--- src/rtl/s2pc_pkg.sv ---
// Shared types and helpers for the s2pc_stream serial-to-parallel converter.
package s2pc_pkg;

  typedef enum logic {
    COLLECT = 1'b0,
    HOLD    = 1'b1
  } state_e;

  localparam int PAR_EVEN = 0;
  localparam int PAR_ODD  = 1;

  // Zero padding above the word does not change the XOR reduction.
  function automatic logic parity(input logic [63:0] word, input logic odd);
    return odd ? ~^word : ^word;
  endfunction

endpackage

--- src/rtl/s2pc_shift_core.sv ---
// Shift register and bit counter; assembles one word in either bit order.
module s2pc_shift_core
  import s2pc_pkg::*;
#(
  parameter int WIDTH     = 8,
  parameter int MSB_FIRST = 0,
  parameter int CW        = $clog2(WIDTH + 1)
) (
  input  logic             clk_i,
  input  logic             rst_i,
  input  logic             clear_i,
  input  logic             accept_i,
  input  logic             bit_i,
  input  logic             slot_free_i,
  input  logic             release_i,
  output logic [WIDTH-1:0] word_o,
  output logic [WIDTH-1:0] next_word_o,
  output logic             last_o,
  output logic             full_o,
  output logic [CW-1:0]    count_o
);

  logic [WIDTH-1:0] sr_q, sr_d;
  logic [CW-1:0]    cnt_q, cnt_d;

  always_comb begin
    if (MSB_FIRST != 0) begin
      next_word_o = {sr_q[WIDTH-2:0], bit_i};
    end else begin
      next_word_o = {bit_i, sr_q[WIDTH-1:1]};
    end
  end

  assign last_o  = accept_i && (cnt_q == CW'(WIDTH - 1));
  assign full_o  = (cnt_q == CW'(WIDTH));
  assign word_o  = sr_q;
  assign count_o = cnt_q;

  // A completed word that cannot leave parks here with the count pinned at WIDTH.
  always_comb begin
    sr_d  = sr_q;
    cnt_d = cnt_q;
    if (clear_i) begin
      sr_d  = '0;
      cnt_d = '0;
    end else if (accept_i) begin
      sr_d = next_word_o;
      if (last_o) begin
        cnt_d = slot_free_i ? '0 : CW'(WIDTH);
      end else begin
        cnt_d = cnt_q + 1'b1;
      end
    end else if (release_i) begin
      cnt_d = '0;
    end
  end

  always_ff @(posedge clk_i or posedge rst_i) begin
    if (rst_i) begin
      sr_q  <= '0;
      cnt_q <= '0;
    end else begin
      sr_q  <= sr_d;
      cnt_q <= cnt_d;
    end
  end

endmodule

--- src/rtl/s2pc_stream.sv ---
// Serial-to-parallel converter with parity and a one-word output slot
// behind a valid/ready handshake.
module s2pc_stream
  import s2pc_pkg::*;
#(
  parameter int WIDTH      = 8,
  parameter int MSB_FIRST  = 0,
  parameter int PARITY_ODD = PAR_EVEN
) (
  input  logic                       clk,
  input  logic                       rst,
  input  logic                       clear,
  input  logic                       s_valid,
  input  logic                       s_in,
  output logic                       s_ready,
  output logic [WIDTH:0]             par_out,
  output logic                       out_valid,
  input  logic                       out_ready,
  output logic [$clog2(WIDTH+1)-1:0] bit_count
);

  localparam int   CW  = $clog2(WIDTH + 1);
  localparam logic ODD = (PARITY_ODD != PAR_EVEN);

  state_e           state_q;
  logic [WIDTH:0]   par_q;
  logic             ov_q;
  logic             accept;
  logic             take;
  logic             slot_free;
  logic             release_w;
  logic             last;
  logic             full;
  logic [WIDTH-1:0] word;
  logic [WIDTH-1:0] next_word;

  assign s_ready   = (state_q == COLLECT) && !rst;
  assign accept    = s_valid && s_ready && !clear;
  assign take      = ov_q && out_ready;
  assign slot_free = !ov_q || out_ready;
  assign release_w = (state_q == HOLD) && take && full;

  s2pc_shift_core #(
    .WIDTH    (WIDTH),
    .MSB_FIRST(MSB_FIRST),
    .CW       (CW)
  ) u_core (
    .clk_i      (clk),
    .rst_i      (rst),
    .clear_i    (clear),
    .accept_i   (accept),
    .bit_i      (s_in),
    .slot_free_i(slot_free),
    .release_i  (release_w),
    .word_o     (word),
    .next_word_o(next_word),
    .last_o     (last),
    .full_o     (full),
    .count_o    (bit_count)
  );

  always_ff @(posedge clk or posedge rst) begin
    if (rst) begin
      state_q <= COLLECT;
      par_q   <= '0;
      ov_q    <= 1'b0;
    end else if (clear) begin
      state_q <= COLLECT;
      ov_q    <= 1'b0;
    end else begin
      unique case (state_q)
        COLLECT: begin
          if (last && slot_free) begin
            par_q <= {parity(64'(next_word), ODD), next_word};
            ov_q  <= 1'b1;
          end else if (last) begin
            state_q <= HOLD;
          end else if (take) begin
            ov_q <= 1'b0;
          end
        end
        HOLD: begin
          // Swap the parked word into the slot as the old one leaves.
          if (release_w) begin
            par_q   <= {parity(64'(word), ODD), word};
            ov_q    <= 1'b1;
            state_q <= COLLECT;
          end
        end
        default: state_q <= COLLECT;
      endcase
    end
  end

  assign par_out   = par_q;
  assign out_valid = ov_q;

endmodule
--- config.mk ---
export PLATFORM = sky130hd
export DESIGN_NAME = s2pc_stream
export DESIGN_NICKNAME = d
export VERILOG_FILES = /design/src/rtl/s2pc_pkg.sv /design/src/rtl/s2pc_shift_core.sv /design/src/rtl/s2pc_stream.sv
export SDC_FILE = /design/constraint.sdc
export NUM_CORES = 1
export LEC_CHECK = 0
export BUFFER_PORTS_ARGS = -buffer_cell sky130_fd_sc_hd__buf_2
export CAP_MARGIN = 40
export CORE_MARGIN = 4
export CORE_UTILIZATION = 40
export CTS_CLUSTER_DIAMETER = 200
export DETAILED_ROUTE_END_ITERATION = 12
export GPL_ROUTABILITY_DRIVEN = 0
export PLACE_DENSITY_LB_ADDON = 0.1
export SLEW_MARGIN = 20
export SYNTH_ARGS = -nofsm -noshare
export SYNTH_HDL_FRONTEND = slang
export SYNTH_SLANG_ARGS = --single-unit
--- constraint.sdc ---
create_clock -name clk -period 1.8 [get_ports clk]
set_input_delay 0.27 -clock clk [delete_from_list [all_inputs] [get_ports clk]]
set_output_delay 0.27 -clock clk [all_outputs]
set_load 0.05 [all_outputs]
Word level (Yosys, flattened, before mapping)
Cells that the tools add are included.

$add $sub $neg: 1. $mul: 0. Div/mod/pow operators: 0. $lt $le $gt $ge: 0. Eq/ne operators: 7. Shifts and indexed selects: 0. Muxes and demuxes: 21. Bitwise operators: 2. Reduce and logical (&&, ||, !) cells: 18.

Operators by type and width (count): 64-bit parity (2); 4-bit 2-to-1 mux (5); 9-bit 2-to-1 mux (2); 9-bit case mux with 2 select lines (1); 8-bit 2-to-1 mux (2); 1-bit 2-to-1 mux (9); 1-bit logical AND (8); 4-bit by 3-bit inequality test with 1-bit output (second input constant) (2); 3-bit AND reduction (2); 4-bit by 1-bit adder with 4-bit output (second input constant) (1); 4-bit by 3-bit equality test with 1-bit output (second input constant) (1); 4-bit equality test (second input constant) (1); 2-bit by 1-bit inequality test with 1-bit output (second input constant) (2); 1-bit case mux with 2 select lines (2); 1-bit logical NOT (3); 3-bit by 2-bit inequality test with 1-bit output (second input constant) (1); 3-bit nonzero test (1); 1-bit inverter (2); 2-bit nonzero test (1); 1-bit logical OR (1).

Bits in registers: 23. Latch bits: 0. Bits in writable memories: 0. ROM bits: 0. Output and inout bits: 15. Word-level logic and storage cells: 54. Memories kept: 0.

Logic depth before layout (Yosys ltp)
Gate-level depths: netlist of the first run.

Depth in word-level cells: 9. Gate-level depth with buffers: 6.

Modules after synthesis
A second synthesis of the first run with hierarchy kept.

Cells, all modules: 125. Area total of the unflattened synthesis: 1413.9 um^2.

By module, submodules not included: s2pc_stream (instances 1, cells each 61, area each 760.7 um^2, sequential area each 275.3 um^2); s2pc_shift_core (instances 1, cells each 64, area each 653.1 um^2, sequential area each 300.3 um^2).

Least setup slack after synthesis of the first run
OpenSTA, ideal clock, no wires.

Path kind: reg-to-reg. From: register u_core.cnt_q[0] (netlist: u_core.count_o[0]). To: register par_q[0] (netlist: par_out[0]). Setup time: 125 ps. Arrival: 2000 ps. Slack: -325 ps. Stages on the path, launching flop included: 7. Period minus slack after synthesis: 2125 ps. Cells stage by stage: dfrtp_1 > inv_1 > ha_1 > nor2b_1 > and3_1 > a2bb2oi_4 > mux2_4.

Cells in the longest elaborated chain, start to end: 5. Elaborated cells between the ends (all ways): 8. Those cells by class: eq/ne: 4; reduce/logical: 4.

Ends and longest elaborated chain: start, declared (line s2pc_shift_core.sv:24) `logic [CW-1:0] cnt_q, cnt_d;`; start signal, assigned (line s2pc_shift_core.sv:64) `cnt_q <= cnt_d;`; 4-bit by 3-bit equality test with 1-bit output (line s2pc_shift_core.sv:34) `assign last_o = accept_i && (cnt_q == CW'(WIDTH - 1));`; 1-bit logical AND (line s2pc_shift_core.sv:34); 1-bit logical AND (line s2pc_stream.sv:73) `if (last && slot_free) begin`; 2-bit by 1-bit inequality test with 1-bit output (no line); 3-bit AND reduction (no line) *; end signal, assigned (line s2pc_stream.sv:74) `par_q <= {parity(64'(next_word), ODD), next_word};`; end signal, assigned (line s2pc_stream.sv:85) `par_q <= {parity(64'(word), ODD), word};`; end, declared (line s2pc_stream.sv:26) `logic [WIDTH:0] par_q;`.

Every way passes the cells marked *; elsewhere a longest branch is shown, timed or not. A chain may end at the register's enable or synchronous reset.

Final worst setup path of the first run
From: register state_q. To: output s_ready.

Cells in the longest elaborated chain, start to end: 2.

Ends and longest elaborated chain: start, declared (line s2pc_stream.sv:25) `state_e state_q;`; start signal, assigned (line s2pc_stream.sv:64) `state_q <= COLLECT;`; start signal, assigned (line s2pc_stream.sv:68) `state_q <= COLLECT;`; start signal, assigned (line s2pc_stream.sv:77) `state_q <= HOLD;`; 1-bit inverter; 1-bit logical AND (line s2pc_stream.sv:37) `assign s_ready = (state_q == COLLECT) && !rst;`; end, declared (line s2pc_stream.sv:15) `output logic s_ready,`.

Every way passes these cells.

==> impl_metrics.py, run 1 <==
metrics = {
    "outcome": {
        "run_status": "completed",
    },
    "synth": {
        "synth_most_common_cell": "dfrtp_1",
        "synth_cell_types": 26,
        "synthFlopType": "dfrtp_1",
        "synth_fp_nets": 101,
        "ys_ff_latch": 23,
        "yosysSeqAreaShare": 0.471,
        "yosys.area.top_type": "dfrtp_1",
        "yosys-top-cells-area": "dfrtp_1 47%, mux2_4 11%, mux2_2 8.3%",
        "synth_edf_count": 0,
        "synth_commonest_cells": "23 x dfrtp_1, 9 x a22o_1, 9 x mux2_2, 9 x mux2_4, 5 x inv_1",
        "synth_top_cell_area_share": 0.471,
        "synth_async_sr_flop_share": 1.00,
        "synthCells": 93,
        "syn_area_mm2": 0.00122,
        "yosysWarnings": 0,
        "avgSynthCellArea_um2": 13.1,
    },
    "global_route": {
        "gr-usage-met3": 0.0320,
        "grt_usage": 0.126,
        "grt_max_degree": 24,
        "grt_pass1_wl_um": 3950,
        "grt_overflow": 0,
        "antenna_found_initial": 0,
        "gr-max-usage-layer": "met2",
        "use_met1": 0.166,
        "grt_pass1_vias": 852,
        "met2_usage": 0.204,
    },
    "timing": {
        "fmax_ghz": 0.598,
        "setup_viol": 0,
        "worst-slew-pin-transition_ns": 0.620,
        "slew_viol_final": 0,
        "clock-skew-final_ns": 0.00654,
        "tns_ns": 0,
        "hold_viol_final": 0,
        "finalWorstSetupSlack_ns": 0.127,
        "min_period_over_period": 0.929,
        "min_period_ns": 1.67,
        "max_slew_margin": 0.587,
        "grt_setup_unrepaired": "false",
    },
    "die": {
        "fp.dieW_um": 63.3,
        "coreArea_mm2": 0.00283,
        "row_count": 19,
        "initial_core_util": 0.432,
        "die_h_um": 63.3,
        "dieArea_mm2": 0.00400,
        "ios": 21,
    },
    "placement": {
        "dpl_worst_slack_ns": 0.138,
        "dp_cells": 151,
        "io_buffers": 20,
        "hpwl_um": 1740,
    },
    "setup_path": {
        "r2r-end": "par_out[6]",
        "timing.rr.start": "state_q",
        "crit_path_end_kind": "output pin",
        "r2r_cells": 5,
        "arrival_ns": 1.40,
        "worstSetupPathType": "reg2out",
        "cp_max_fo": 8,
        "reg2reg_slack_ns": 0.13,
        "start_kind": "register",
        "cp_data_required_time_ns": 1.53,
    },
    "power": {
        "power_density_mw_per_mm2": 568,
        "p_total_w": 0.000847,
        "p_leak_nw": 0.814,
        "irDropWorstVdd_mv": 0.344,
    },
    "detailed_routing": {
        "vias": 810,
        "drc_errors": 0,
        "drt-pass1-iter-count": 4,
        "post_drt_wl_per_cell_um": 15.0,
        "finalWirelength_um": 2330,
        "drt_iter0_drc": 16,
        "ant_nets": 0,
        "avgViaCountPerCell": 5.23,
    },
    "cts": {
        "cts_hold_buf": 0,
        "htree_num_levels": 1,
        "cts.repair.resized": 1,
        "clockBufferDepth": 2,
        "cts_root_buf": "clkbuf_4",
        "post_cts_buffers": 0,
        "cts_buffers": 3,
        "cts_tree": "done",
        "clkLatencyLatePin_ns": 0.31,
        "path_clk_slew_ns": 0.12,
        "cts.sinks": 23,
    },
    "cells_and_area": {
        "final_core_utilization": 0.527,
        "final_net_count": 133,
        "multiInputGateArea_um2": 643,
        "diodes": 0,
        "n_fill_cell": 245,
        "drive_above_1_share": 0.492,
        "regArea_um2": 578,
        "syn_to_final_growth_pct": 22.0,
        "final_cell_count_no_fill": 155,
    },
    "run": {
        "maxCapViolations": 0,
    },
    "worst_hold_path": {
        "hold_path_class": "in2async",
    },
}
## kinds of logic after synthesis
family,Yosys count,share of synthesized area
compound gates,20,0.140
xor+xnor,7,0.0614
fa+ha+maj,2,0.0205
buf+inv,7,0.0215
flops,23,0.471
mux,19,0.202
simple gates,15,0.0839
## worst max-delay path: stages (launching register included)
cell	delay [ns]
dfrtp_1	0.43
buf_4	0.18
buf_4	0.17
nor2_4	0.14
buf_6	0.18
## where the power goes
group	switching, W	internal, W	leakage (nW)	total [W]
sequential	0.00000526	0.000521	0.317	0.000526
combinational	0.0000547	0.0000335	0.482	0.0000882
clock	0.000146	0.0000865	0.0150	0.000233
## registers in the layout, indices dropped and copies added (netlist names)
| signal | count |
|---|---|
| par_out | 9 |
| u_core.word_o | 8 |
| u_core.count_o | 4 |
| out_valid | 1 |
| state_q | 1 |
## how the worst max path moves through the flow
stage                 startpoint          endpoint  slack, ns  cells past startpoint
6_report                 state_q           s_ready       0.13                      4
3_5_place_dp               clear        par_out[5]       0.14                      6
3_3_place_gp               clear        par_out[7]       0.14                      6
2_1_floorplan  u_core.count_o[1]        par_out[0]      -0.06                      6
4_1_cts                  state_q           s_ready       0.03                      4
5_1_grt                  state_q  u_core.word_o[7]       0.02                      5
## per-layer routing
layer  routed length (um)  vias up
met5                    0        -
met4                   12        0
met3                   82        2
met2                 1070       15
met1                 1170      392
li1                     -      401
## layout by cell type, fill, tap and decap left out, types with 2 or more instances in the layout
master,synthesis,final
mux2_2,9,9
dfrtp_1,23,21
nand2_1,3,3
nor2_1,3,2
nor2b_1,3,2
buf_2,0,19
inv_1,5,3
xor2_1,2,2
a22o_1,9,9
a21oi_1,3,3
inv_2,0,2
buf_4,0,8
o21ai_0,2,2
nand3_1,2,2
dfrtp_2,0,2
xnor2_1,4,4
mux2_4,9,9
clkbuf_4,0,3
## cell type report
class	count	share of cell area
clock buffer	4	0.0176
inverter	5	0.0126
multi-input combinational	63	0.431
sequential	23	0.388
tap	31	0.0260
timing repair buffer	29	0.125
## per-stage QoR
| stage | hold WS [ns] | instance area (um2) |
|---|---|---|
| 3_3_place_gp | 0.380 | 1450 |
| 4_1_cts | 0.0261 | 1480 |
| 2_1_floorplan | 0.272 | 1240 |
| 5_1_grt | 0.0381 | 1490 |
| 3_5_place_dp | 0.380 | 1450 |
| 6_report | 0.0338 | 1490 |
(Power assumes the default switching activity.)
==> run 2, diff against run 1 <==
- SETUP_SLACK_MARGIN: not set -> 0.4
==> run 2 against run 1 <==
Effect of this change: routed wire length is 9.7% higher; sequential power about the same; die area unchanged; cell count up 2.6%; first-iteration DRC count shrank 19%; maximum frequency shrank 0.53%; hold slack better by 0.011 ns; worst setup slack lost 0.0089 ns; global-route usage up 1.5 points; critical path type is now reg2reg; critical endpoint is now par_out[4].
==> impl_metrics.py, run 2 (synthesis gave the netlist of run 1 again) <==
metrics = {
    "placement": {
        "postPlaceCellArea_mm2": 0.00146,
        "dp_cells": 151,
        "hpwl_um": 1770,
        "io_buffers": 20,
    },
    "worst_hold_path": {
        "hold_path_class": "in2async",
    },
    "detailed_routing": {
        "ant_nets": 0,
        "drt-pass1-iter-count": 4,
        "drt_iter0_drc": 13,
        "post_drt_wl_per_cell_um": 16.1,
        "drc_errors": 0,
        "avgViaCountPerCell": 5.36,
        "finalWirelength_um": 2560,
        "vias": 853,
    },
    "power": {
        "power_frac_comb": 0.117,
        "power.net_switching_w": 0.000219,
        "clockPowerShare": 0.276,
        "power_frac_seq": 0.607,
        "irDropWorstVdd_mv": 0.340,
        "p_int_w": 0.000649,
        "p_leak_nw": 0.851,
        "power_density_mw_per_mm2": 557,
        "p_total_w": 0.000868,
        "swShare": 0.253,
    },
    "timing": {
        "min_period_ns": 1.68,
        "holdWs_ns": 0.0450,
        "fmax_ghz": 0.595,
        "grt_setup_unrepaired": "true",
        "worst-slew-pin-transition_ns": 0.660,
        "min_period_over_period": 0.934,
        "slew_viol_final": 0,
        "hold_viol_final": 0,
        "max_slew_margin": 0.560,
        "setup_viol": 0,
        "clock-skew-final_ns": 0.0126,
    },
    "setup_path": {
        "cp_data_required_time_ns": 2.00,
        "worstPathCellList": "inv_2 > ha_2 > nor2b_4 > and3_4 > a2bb2oi_4 > buf_12 > mux2_4",
        "slowest_stage": "dfrtp_2",
        "r2r_cells": 7,
        "crit_path_end_kind": "register",
        "arrival_ns": 1.88,
        "start_kind": "register",
        "slowest_delay_ns": 0.42,
        "cp_max_fo": 9,
        "worstSetupPathType": "reg2reg",
    },
    "cts": {
        "cts_root_buf": "clkbuf_4",
        "cts_tree": "done",
        "clkLatencyLatePin_ns": 0.31,
        "cts_hold_buf": 0,
        "cts.sinks": 23,
        "cts_buffers": 3,
        "htree_num_levels": 1,
        "path_clk_slew_ns": 0.13,
        "clockBufferDepth": 2,
    },
    "die": {
        "die_h_um": 63.3,
        "ios": 21,
        "initial_core_util": 0.432,
        "row_count": 19,
        "dieArea_mm2": 0.00400,
        "coreArea_mm2": 0.00283,
        "fp.dieW_um": 63.3,
    },
    "global_route": {
        "grt_pass1_vias": 898,
        "grt_max_degree": 24,
        "antenna_found_initial": 0,
        "grt_usage": 0.141,
        "grt_overflow": 0,
        "grt_pass1_wl_um": 4380,
    },
    "cells_and_area": {
        "stdcell_area_mm2": 0.00156,
        "diodes": 0,
        "final_cell_mix": "20 x dfrtp_1, 17 x buf_2, 11 x buf_4",
        "final_cell_count_no_fill": 159,
        "layout_commonest_cell": "dfrtp_1",
        "largest_reg_flops": 9,
        "drive_above_1_share": 0.531,
        "syn_to_final_growth_pct": 27.5,
        "final_net_count": 137,
    },
    "run": {
        "maxCapViolations": 0,
    },
    "outcome": {
        "run_status": "completed",
    },
}
[run 2: changes by cell type in the layout (fill, tap and decap cells not counted), sizes merged]
| cell | change |
|---|---|
| buf | +4 |
[run 2: final cells by class]
class / instances / area (um2)
Timing Repair Buffer: 33 / 236
Clock buffer: 4 / 26.3
Inverter: 5 / 18.8
Tap cell: 31 / 38.8
Multi-Input combinational cell: 63 / 659
Sequential cell: 23 / 579
Fill cell: 234 / 1270
[run 2: through the flow]
step	TNS, ns	setup slack, ns	utilization
final	0	0.118	0.551
after global placement	0	0.161	0.516
after detailed placement	0	0.127	0.516
after CTS	0	0.125	0.544
after global routing	0	0.0759	0.551
after floorplan	-0.402	-0.0447	-
[run 2: final timing paths]
| path | slack (ns) | endpoint | startpoint |
|---|---|---|---|
| max | 0.12 | par_out[4] | u_core.count_o[0] |
| min in group clk | 0.21 | u_core.word_o[7] | s_in |
| min | 0.05 | state_q | rst |
| min reg2reg | 0.52 | par_out[3] | par_out[3] |
| max reg2reg | 0.12 | par_out[4] | u_core.count_o[0] |
| max in group asynchronous | 1.50 | u_core.count_o[1] | rst |
[run 2: power groups by stage]
stage / clock, W / combinational, W / sequential (W)
floorplan: 0 / 0.0000497 / 0.000545
global placement: 0 / 0.0000897 / 0.000536
detailed placement: 0 / 0.0000909 / 0.000537
CTS: 0.000252 / 0.0000987 / 0.000527
global route: 0.000279 / 0.000110 / 0.000528
finish: 0.000240 / 0.000102 / 0.000527
[run 2: routing by layer]
| metal | GRT usage | share of wire |
|---|---|---|
| met1 | 0.198 | 0.49 |
| met2 | 0.216 | 0.47 |
| met3 | 0.0284 | 0.035 |
| met4 | 0.0485 | 0.0067 |
| met5 | 0 | 0 |
[run 2: worst max-delay path, delay by kind of cell (launching register included)]
kind / cells / cell delay (ns)
buffers and inverters: 2 / 0.22
and+or+nand+nor: 2 / 0.31
muxes: 1 / 0.30
AOI/OAI and AO/OA: 1 / 0.16
adders and majority gates: 1 / 0.16
DFF: 1 / 0.42
[run 2: timing repair]
action / in CTS / in global routing
pin swaps: 4 / 6
buffers inserted: 4 / 0
setup endpoints to repair: 20 / 26
resized for setup: 5 / 9
==> run 3, diff against run 2 <==
- SETUP_SLACK_MARGIN: 0.4 -> 0.02
==> run 3 against run 2 <==
Effect of this change: non-clock buffer count is 4 lower; routed wire length is 8.3% lower; clock power decreased by 3%; register-to-register slack improved by 0.02 ns; via count fell by 5.4%; critical path depth fell by 3; hold slack worse by 0.011 ns; critical path type is now reg2out; maximum frequency decreased by 0.37%; clock skew is 0.0070 ns lower.
==> impl_metrics.py, run 3 (synthesis gave the netlist of run 1 again) <==
metrics = {
    "outcome": {
        "run_status": "completed",
    },
    "setup_path": {
        "arrival_ns": 1.42,
        "start_kind": "register",
        "cp_data_required_time_ns": 1.53,
        "timing.rr.start": "state_q",
        "worstSetupPathType": "reg2out",
        "cp_max_fo": 8,
        "crit_path_end_kind": "output pin",
        "reg2reg_slack_ns": 0.14,
        "r2r_cells": 5,
        "r2r-end": "par_out[6]",
    },
    "detailed_routing": {
        "drc_errors": 0,
        "finalWirelength_um": 2340,
        "post_drt_wl_per_cell_um": 15.1,
        "vias": 807,
        "avgViaCountPerCell": 5.21,
        "ant_nets": 0,
        "drt-pass1-iter-count": 4,
        "drt_iter0_drc": 16,
    },
    "cells_and_area": {
        "largest_reg_flops": 9,
        "final_cell_mix": "21 x dfrtp_1, 19 x buf_2, 9 x a22o_1, 9 x mux2_4, 9 x mux2_2",
        "final_net_count": 133,
        "drive_above_1_share": 0.500,
        "layout_commonest_cell": "dfrtp_1",
        "final_cell_count_no_fill": 155,
        "stdcell_area_mm2": 0.00150,
        "diodes": 0,
        "syn_to_final_growth_pct": 22.3,
    },
    "global_route": {
        "grt_overflow": 0,
        "grt_max_degree": 24,
        "antenna_found_initial": 0,
        "grt_pass1_wl_um": 3950,
        "grt_pass1_vias": 852,
        "grt_usage": 0.126,
    },
    "timing": {
        "hold_viol_final": 0,
        "clock-skew-final_ns": 0.00559,
        "min_period_over_period": 0.938,
        "grt_setup_unrepaired": "false",
        "setup_viol": 0,
        "max_slew_margin": 0.750,
        "slew_viol_final": 0,
        "tns_ns": 0,
        "finalWorstSetupSlack_ns": 0.112,
        "worst-slew-pin-transition_ns": 0.374,
        "holdWs_ns": 0.0343,
        "min_period_ns": 1.69,
        "fmax_ghz": 0.592,
    },
    "cts": {
        "cts_root_buf": "clkbuf_4",
        "clkLatencyLatePin_ns": 0.31,
        "cts_tree": "done",
        "cts_buffers": 3,
        "clockBufferDepth": 2,
        "htree_num_levels": 1,
        "cts.sinks": 23,
        "path_clk_slew_ns": 0.12,
    },
    "power": {
        "power_frac_seq": 0.620,
        "irDropWorstVdd_mv": 0.344,
        "power_frac_comb": 0.105,
        "power.net_switching_w": 0.000207,
        "clockPowerShare": 0.275,
        "p_int_w": 0.000641,
        "swShare": 0.244,
        "p_leak_nw": 0.814,
        "power_density_mw_per_mm2": 568,
    },
    "worst_hold_path": {
        "hold_path_class": "in2async",
    },
    "placement": {
        "dp_cells": 151,
        "io_buffers": 20,
        "dpl_worst_slack_ns": 0.138,
        "hpwl_um": 1740,
        "postPlaceCellArea_mm2": 0.00145,
    },
    "die": {
        "dieArea_mm2": 0.00400,
        "coreArea_mm2": 0.00283,
        "initial_core_util": 0.432,
        "fp.dieW_um": 63.3,
        "die_h_um": 63.3,
        "row_count": 19,
        "ios": 21,
    },
    "run": {
        "maxCapViolations": 0,
    },
}
run 3: worst max-delay path: stages, from the launching register on:
cell	delay [ns]
dfrtp_1	0.43
buf_4	0.18
buf_4	0.17
nor2_4	0.16
buf_6	0.18
run 3: routing by layer:
layer | wire (um) | track usage
met2 | 1070 | 0.204
met1 | 1180 | 0.166
met4 | 12 | 0.0323
met3 | 82 | 0.0320
met5 | 0 | 0
run 3: how the worst max path moves through the flow:
stage | end | start
2_1_floorplan | par_out[0] | u_core.count_o[1]
3_3_place_gp | par_out[7] | clear
4_1_cts | s_ready | state_q
5_1_grt | s_ready | state_q
3_5_place_dp | par_out[5] | clear
6_report | s_ready | state_q
run 3: area by class of cell:
class,instances,area (um2)
Multi-Input combinational cell,63,647
Sequential cell,23,578
Fill cell,243,1330
Inverter,5,18.8
Timing Repair Buffer,29,186
Clock buffer,4,26.3
Tap cell,31,38.8
run 3: what timing repair did:
action	CTS	global route
pin swaps	0	0
gates resized for setup	1	3
hold buffers	0	0
endpoints found under the setup margin	1	2
buffers inserted	0	0
run 3: per-stage QoR:
stage | total power, W | utilization
final | 0.000849 | 0.529
after global routing | 0.000898 | 0.529
after CTS | 0.000863 | 0.524
after detailed placement | 0.000623 | 0.514
after global placement | 0.000623 | 0.514
after floorplan | 0.000593 | -
run 3: power groups by stage:
| stage | Combinational (W) | Clock, W | Sequential [W] |
|---|---|---|---|
| after floorplan | 0.0000488 | 0 | 0.000545 |
| after global placement | 0.0000866 | 0 | 0.000536 |
| after detailed placement | 0.0000871 | 0 | 0.000536 |
| after CTS | 0.0000884 | 0.000248 | 0.000526 |
| after global routing | 0.0000982 | 0.000272 | 0.000527 |
| final | 0.0000893 | 0.000233 | 0.000526 |
